### src/rtl/rtc_bus_pkg.sv
// Shared RTC bus definitions (register map, commands, FSM encoding) for the reader and writer.
// Defining RTC_READER_TIMER_EN adds the timer registers 0x41..0x43 to the read list.
package rtc_bus_pkg;

  localparam int PHASE_CYC_DEF = 7;

  localparam logic [7:0] ADDR_SEG   = 8'h21;
  localparam logic [7:0] ADDR_MIN   = 8'h22;
  localparam logic [7:0] ADDR_HORA  = 8'h23;
  localparam logic [7:0] ADDR_FECHA = 8'h24;
  localparam logic [7:0] ADDR_MES   = 8'h25;
  localparam logic [7:0] ADDR_ANIO  = 8'h26;
  localparam logic [7:0] ADDR_TSEG  = 8'h41;
  localparam logic [7:0] ADDR_TMIN  = 8'h42;
  localparam logic [7:0] ADDR_THORA = 8'h43;
  localparam logic [7:0] CMD_LATCH  = 8'hF0;
  localparam logic [7:0] CMD_F1     = 8'hF1;
  localparam logic [7:0] CMD_F2     = 8'hF2;

`ifdef RTC_READER_TIMER_EN
  localparam int NUM_REGS = 9;
`else
  localparam int NUM_REGS = 6;
`endif
  localparam int IDX_W = $clog2(NUM_REGS);

  typedef enum logic [1:0] {
    ST_IDLE,
    ST_CMD,
    ST_RD_REGS,
    ST_UPDATE
  } rdState_t;

  // Maps a position in the read burst to its RTC register address.
  function automatic logic [7:0] regAddr(input logic [IDX_W-1:0] idx);
    logic [7:0] a;
    case (idx)
      IDX_W'(0): a = ADDR_SEG;
      IDX_W'(1): a = ADDR_MIN;
      IDX_W'(2): a = ADDR_HORA;
      IDX_W'(3): a = ADDR_FECHA;
      IDX_W'(4): a = ADDR_MES;
      IDX_W'(5): a = ADDR_ANIO;
`ifdef RTC_READER_TIMER_EN
      IDX_W'(6): a = ADDR_TSEG;
      IDX_W'(7): a = ADDR_TMIN;
      IDX_W'(8): a = ADDR_THORA;
`endif
      default:   a = ADDR_SEG;
    endcase
    return a;
  endfunction

endpackage

### src/rtl/rtc_bus_cycle.sv
// One RTC bus access (address window, gap, data window, gap) of PHASE_CYC cycles each.
// A new go may be accepted on the ack cycle so accesses run back-to-back.
module rtc_bus_cycle
  import rtc_bus_pkg::*;
#(
  parameter int PHASE_CYC = PHASE_CYC_DEF,
  parameter int CNT_W     = 5
) (
  input  logic       clk_i,
  input  logic       reset,
  input  logic       i_go,
  input  logic       i_rnw,
  input  logic [7:0] i_addr,
  input  logic [7:0] i_wdata,
  input  logic [7:0] i_dat,
  output logic [7:0] o_rdata,
  output logic       o_ack,
  output logic [7:0] o_addrDat,
  output logic       o_busOe,
  output logic       o_ad,
  output logic       o_rd,
  output logic       o_wr,
  output logic       o_cs
);

  logic             r_active;
  logic [1:0]       r_win;
  logic [CNT_W-1:0] r_cnt;
  logic             r_rnw;
  logic [7:0]       r_addr;
  logic [7:0]       r_wdata;
  logic [7:0]       r_rdata;
  logic             w_lastCyc;

  assign w_lastCyc = (r_cnt == CNT_W'(PHASE_CYC - 1));
  assign o_ack     = r_active && (r_win == 2'd3) && w_lastCyc;
  assign o_rdata   = r_rdata;

  always_ff @(posedge clk_i) begin
    if (!reset) begin
      r_active <= 1'b0;
      r_win    <= 2'd0;
      r_cnt    <= '0;
      r_rnw    <= 1'b0;
      r_addr   <= 8'h00;
      r_wdata  <= 8'h00;
      r_rdata  <= 8'h00;
    end else begin
      if (i_go && (!r_active || o_ack)) begin
        r_active <= 1'b1;
        r_win    <= 2'd0;
        r_cnt    <= '0;
        r_rnw    <= i_rnw;
        r_addr   <= i_addr;
        r_wdata  <= i_wdata;
      end else if (r_active) begin
        if (w_lastCyc) begin
          r_cnt <= '0;
          r_win <= r_win + 2'd1;
          if (r_win == 2'd3) r_active <= 1'b0;
        end else begin
          r_cnt <= r_cnt + 1'b1;
        end
      end
      // Capture at the very end of the read window, when the RTC output has settled longest.
      if (r_active && r_rnw && (r_win == 2'd2) && w_lastCyc) r_rdata <= i_dat;
    end
  end

  always_comb begin
    o_cs      = 1'b1;
    o_wr      = 1'b1;
    o_rd      = 1'b1;
    o_ad      = 1'b1;
    o_busOe   = 1'b0;
    o_addrDat = 8'h00;
    if (r_active) begin
      case (r_win)
        2'd0: begin
          o_ad      = 1'b0;
          o_cs      = 1'b0;
          o_wr      = 1'b0;
          o_busOe   = 1'b1;
          o_addrDat = r_addr;
        end
        2'd1: begin
          o_ad      = 1'b0;
          o_busOe   = 1'b1;
          o_addrDat = r_addr;
        end
        2'd2: begin
          o_cs = 1'b0;
          if (r_rnw) begin
            o_rd = 1'b0;
          end else begin
            o_wr      = 1'b0;
            o_busOe   = 1'b1;
            o_addrDat = r_wdata;
          end
        end
        default: begin
        end
      endcase
    end
  end

endmodule

### src/rtl/rtc_bus_reader.sv
// Reads the RTC time/date: buffer-latch command 0xF0, then registers 0x21..0x26 into stable outputs.
// Defining RTC_READER_TIMER_EN also reads 0x41..0x43 into t_seg/t_min/t_hora.
module rtc_bus_reader
  import rtc_bus_pkg::*;
#(
  parameter int PHASE_CYC = PHASE_CYC_DEF,
  parameter int CNT_W     = 5
) (
  input  logic       clk_i,
  input  logic       reset,
  input  logic       start,
  input  logic [7:0] dat_i,
  output logic [7:0] addr_dat_o,
  output logic       bus_oe,
  output logic       AD_o,
  output logic       RD,
  output logic       WR,
  output logic       CS,
  output logic       busy,
  output logic       done,
  output logic [7:0] seg,
  output logic [7:0] min,
  output logic [7:0] hora,
  output logic [7:0] fecha,
  output logic [7:0] mes,
  output logic [7:0] anio
`ifdef RTC_READER_TIMER_EN
  ,
  output logic [7:0] t_seg,
  output logic [7:0] t_min,
  output logic [7:0] t_hora
`endif
);

  rdState_t         r_state;
  rdState_t         w_nextState;
  logic [IDX_W-1:0] r_idx;
  logic [IDX_W-1:0] w_nextIdx;
  logic [7:0]       r_shadow [NUM_REGS];
  logic             w_go;
  logic             w_rnw;
  logic             w_ack;
  logic             w_lastIdx;
  logic [7:0]       w_addr;
  logic [7:0]       w_wdata;
  logic [7:0]       w_rdata;

  assign w_lastIdx = (r_idx == IDX_W'(NUM_REGS - 1));
  // The request lines describe the access that starts on the next go, not the current one.
  assign w_nextIdx = (r_state == ST_RD_REGS) ? r_idx + 1'b1 : '0;

  always_ff @(posedge clk_i) begin
    if (!reset) r_state <= ST_IDLE;
    else        r_state <= w_nextState;
  end

  always_comb begin
    w_nextState = r_state;
    case (r_state)
      ST_IDLE:    if (start) w_nextState = ST_CMD;
      ST_CMD:     if (w_ack) w_nextState = ST_RD_REGS;
      ST_RD_REGS: if (w_ack && w_lastIdx) w_nextState = ST_UPDATE;
      ST_UPDATE:  w_nextState = ST_IDLE;
      default:    w_nextState = ST_IDLE;
    endcase
  end

  always_comb begin
    busy    = 1'b0;
    done    = 1'b0;
    w_go    = 1'b0;
    w_rnw   = 1'b1;
    w_addr  = regAddr(w_nextIdx);
    w_wdata = 8'h00;
    case (r_state)
      ST_IDLE: begin
        w_go    = start;
        w_rnw   = 1'b0;
        w_addr  = CMD_LATCH;
        w_wdata = CMD_LATCH;
      end
      ST_CMD: begin
        busy = 1'b1;
        w_go = w_ack;
      end
      ST_RD_REGS: begin
        busy = 1'b1;
        w_go = w_ack && !w_lastIdx;
      end
      ST_UPDATE: begin
        busy = 1'b1;
        done = 1'b1;
      end
      default: begin
      end
    endcase
  end

  always_ff @(posedge clk_i) begin
    if (!reset) begin
      r_idx <= '0;
      for (int i = 0; i < NUM_REGS; i++) r_shadow[i] <= 8'h00;
      seg   <= 8'h00;
      min   <= 8'h00;
      hora  <= 8'h00;
      fecha <= 8'h00;
      mes   <= 8'h00;
      anio  <= 8'h00;
`ifdef RTC_READER_TIMER_EN
      t_seg  <= 8'h00;
      t_min  <= 8'h00;
      t_hora <= 8'h00;
`endif
    end else begin
      if (r_state == ST_CMD) begin
        r_idx <= '0;
      end else if ((r_state == ST_RD_REGS) && w_ack) begin
        r_shadow[r_idx] <= w_rdata;
        if (!w_lastIdx) r_idx <= r_idx + 1'b1;
      end
      // All outputs switch on the same edge so a consumer never sees a mixed old/new set.
      if (r_state == ST_UPDATE) begin
        seg   <= r_shadow[0];
        min   <= r_shadow[1];
        hora  <= r_shadow[2];
        fecha <= r_shadow[3];
        mes   <= r_shadow[4];
        anio  <= r_shadow[5];
`ifdef RTC_READER_TIMER_EN
        t_seg  <= r_shadow[6];
        t_min  <= r_shadow[7];
        t_hora <= r_shadow[8];
`endif
      end
    end
  end

  rtc_bus_cycle #(
    .PHASE_CYC (PHASE_CYC),
    .CNT_W     (CNT_W)
  ) u_cycle (
    .clk_i     (clk_i),
    .reset     (reset),
    .i_go      (w_go),
    .i_rnw     (w_rnw),
    .i_addr    (w_addr),
    .i_wdata   (w_wdata),
    .i_dat     (dat_i),
    .o_rdata   (w_rdata),
    .o_ack     (w_ack),
    .o_addrDat (addr_dat_o),
    .o_busOe   (bus_oe),
    .o_ad      (AD_o),
    .o_rd      (RD),
    .o_wr      (WR),
    .o_cs      (CS)
  );

endmodule

### config.mk
export PLATFORM = sky130hd
export DESIGN_NAME = rtc_bus_reader
export DESIGN_NICKNAME = d
export VERILOG_FILES = /design/src/rtl/rtc_bus_pkg.sv /design/src/rtl/rtc_bus_cycle.sv /design/src/rtl/rtc_bus_reader.sv
export SDC_FILE = /design/constraint.sdc
export NUM_CORES = 1
export LEC_CHECK = 0
export ABC_AREA = 1
export CAP_MARGIN = 20
export CORE_ASPECT_RATIO = 1.75
export CORE_MARGIN = 8
export CORE_UTILIZATION = 47
export CTS_CLUSTER_DIAMETER = 200
export DETAILED_ROUTE_END_ITERATION = 6
export PLACE_DENSITY = 0.74
export REMOVE_ABC_BUFFERS = 1
export SLEW_MARGIN = 20
export SYNTH_ARGS = -nofsm -noshare
export SYNTH_HDL_FRONTEND = slang
export SYNTH_SLANG_ARGS = --single-unit
### constraint.sdc
create_clock -name clk_i -period 4.8 [get_ports clk_i]
set_clock_uncertainty 0.1 [all_clocks]
set_input_delay 0.96 -clock clk_i [delete_from_list [all_inputs] [get_ports clk_i]]
set_output_delay 0.96 -clock clk_i [all_outputs]
set_load 0.01 [all_outputs]
==> results.md <==
- Run status: finished clean
- Detail Route Antenna Nets: 0
- Port bufs: 72
- Number of distinct library cells after synthesis: 35
- DP Cell Count: 716
- Ys flop type: dfxtp_1
- Compound-cell area share of the yosys netlist: 9.45%
- First-pass GRT wire length: 18300 microns
- Die Y-Extent: 152 microns
- Critical Path AT: 2.17 ns
- Worst-Skew Late Latency: 0.41 ns
- Total die area: 14300 sq um
- Simple-gate portion of the synthesized area: 21.8%
- Peak VDD IR: 0.000272 V
- Setup-failing EPs final: 0
- # Post-CTS Setup Buffers: 0
- Count of final hold-check violations: 0
- TritonCTS Sinks: 123
- Routed vias/inst: 5.03
- Hold WC Path Type: reg -> reg
- Core area: 10500 sq um
- R2R setup slack: 2.32 ns
- Worst setup SP type: register
- Asr flop ratio synth: 0%
- Tcrit/Tclk final: 67.4%
- Die W: 93.9 microns
- I/O pin total: 74
- Post-route cell area: 6350 sq um
- RSZ-0062 raised after global routing: no
- CP endpoint kind: output port
- Max Fanout on Critical Path: 16
- All-Layer GR Usage: 16.2%
- # DRC: 0
- Synth Area in XOR/XNOR: 0.702%
- Final core occ: 60.5%
- Seq/Total Area, Yosys: 58.9%
- Area leader, netlist: dfxtp_1
- Slew Limit Fails: 0
- Post_cts resized: 0
- Largest family of logic cells by synthesized area: simple AND/OR/NAND/NOR gates
- Non-Filler Instances: 748
- Maximum buffer depth of the clock tree: 2
- Post-synth EDFFs: 48
- Largest net degree at the start of global routing: 52
- Mux cell area share after synthesis: 0.200%
- Initial antenna violation count: 0
- Yosys warnings: 0
- Slew Limit Headroom: 55.3%
- Worst R2R Path Depth: 5
- Syn_area_per_cell: 9.32 sq um
- Synthesized area: 4990 sq um
- Wirelength per Cell: 14.7 microns
- DP Wirelength: 7580 microns
- Number of diodes: 0
- Critical setup path kind: reg -> out
- Post-DP Area: 5780 sq um
- GP Congestion: 0.811
- Hold Path Sink: hora[1]
- Top cells by area, synth: dfxtp_1, edfxtp_1, nor2_1
- Critical Path RT: 3.74 ns
- FF-to-FF End: r_shadow[5][3]
- Layout cell share with drive strength beyond 1: 9.06%
- Final net count: 629
- PD cells: 488 nW/um^2
- Total CTS buffers: 17
- Synth-to-Final Area Change: 27.3%
- Vias in the first global route: 3858
- CTS clock-pin slew for the worst setup and hold paths: 0.05 ns
- Minimum clock period: 3.23 ns
- Reg2reg start: u_cycle.r_active
- CTS tree: yes
- Pleak: 2.52 nW
- Hold Crit Depth: 2
- Yosys top cell area share: 30.1%
- Max-Cap Viols: 0
- H-tree depth: 4
- Hold Buf Count CTS: 0
- Fmax: 309 MHz
- Vias: 3763
- WL final: 11000 microns
- Synth Register Bits: 123
- Hold wc startpoint: r_shadow[2][1]
- Post-synthesis adder-cell area fraction: 3.26%
- Number of core rows: 50
- GRT overflow: 0
- Starting density of the core: 47.5%
- Initial DRC Count: 259
- Worst Max-Slew Pin Slew: 0.669 ns
- Clk root buf: clkbuf_16
- First-pass DRT Iterations: 5
- Syn Inst Count: 536
- TNS Setup: 0 ns
==> synthesized netlist by cell type, types with 3 or more instances <==
master,number
nand3_4,5
nand4_1,5
dfxtp_1,75
clkbuf_1,12
nand3_1,12
buf_4,4
nor2_1,154
buf_2,6
ha_1,13
inv_2,3
xor2_1,3
inv_1,39
nand2_2,4
a21oi_1,20
nand2_1,45
edfxtp_1,48
o21ai_0,64
==> final cells by class <==
| class | instances | area [sq um] |
|---|---|---|
| inverter | 43 | 161 |
| clock inverter | 8 | 91.3 |
| sequential | 123 | 2940 |
| clock buffer | 24 | 482 |
| fill | 875 | 4160 |
| multi-input combinational | 345 | 1780 |
| timing repair buffer | 75 | 738 |
| tap | 130 | 163 |
==> placed cells by master, fill, tap and decap left out, types with 4 or more instances in the layout <==
cell type and instances:
clkdlybuf4s50_1 71, clkbuf_1 4, nand2_1 45, dfxtp_1 75, nand3_1 12, clkinv_2 4, nand3_4 5, ha_1 13
a21oi_1 20, edfxtp_1 48, nor2_1 154, o21ai_0 64, inv_1 39, nand2_2 4, clkbuf_16 17, nand4_1 5
==> sequential cells by signal, summed over array words and instances (netlist names) <==
| name | cells |
|---|---|
| mes | 8 |
| u_cycle.r_win | 2 |
| min | 8 |
| r_shadow | 48 |
| r_idx | 3 |
| anio | 8 |
| seg | 8 |
| u_cycle.r_addr | 5 |
| u_cycle.o_rdata | 8 |
| u_cycle.r_cnt | 5 |
| r_state | 2 |
| fecha | 8 |
| hora | 8 |
| u_cycle.r_rnw | 1 |
| u_cycle.r_active | 1 |
==> worst max-delay path, cell delays in order (launching register included) <==
cell and delay (ns):
dfxtp_1 0.70, o21ai_0 0.33, nor2_1 0.17, clkdlybuf4s50_1 0.56
==> worst max path at each step <==
stage	from	end	cells past startpoint
after floorplan	reset	r_shadow[5][0]	5
after detailed placement	reset	r_shadow[5][3]	4
after global routing	u_cycle.r_active	addr_dat_o[1]	3
after CTS	u_cycle.r_active	addr_dat_o[1]	3
final	u_cycle.r_active	addr_dat_o[1]	3
after global placement	reset	r_shadow[5][3]	4
==> report_power, final <==
group | internal [mW] | total (mW) | switching [mW]
Sequential | 1.20 | 1.27 | 0.0698
Combinational | 0.268 | 0.604 | 0.335
Clock | 0.799 | 1.23 | 0.430
==> cells by family after synthesis <==
logic type	Yosys count
XOR/XNOR	4
other	1
AND/OR/NAND/NOR	236
AO/OA/AOI/OAI	90
adder cells (fa/ha/maj)	13
flip-flops	123
multiplexers	1
buffers and inverters	68
==> layer usage <==
layer	vias to the layer above	track usage [%]	share of wire, %
li1	1877	-	-
met1	1764	16.2	38
met2	99	28.7	55
met3	23	5.43	5.0
met4	0	7.53	2.6
met5	-	0	0
==> per-stage QoR <==
step	power [mW]	hold WS (ns)	setup slack, ns
6_report	3.10	0.373	1.57
4_1_cts	3.13	0.372	1.52
2_1_floorplan	1.61	0.336	2.30
5_1_grt	3.25	0.397	1.33
3_3_place_gp	1.88	0.357	1.71
3_5_place_dp	1.90	0.356	1.60
Note: power is estimated with default switching activity, not from simulation.
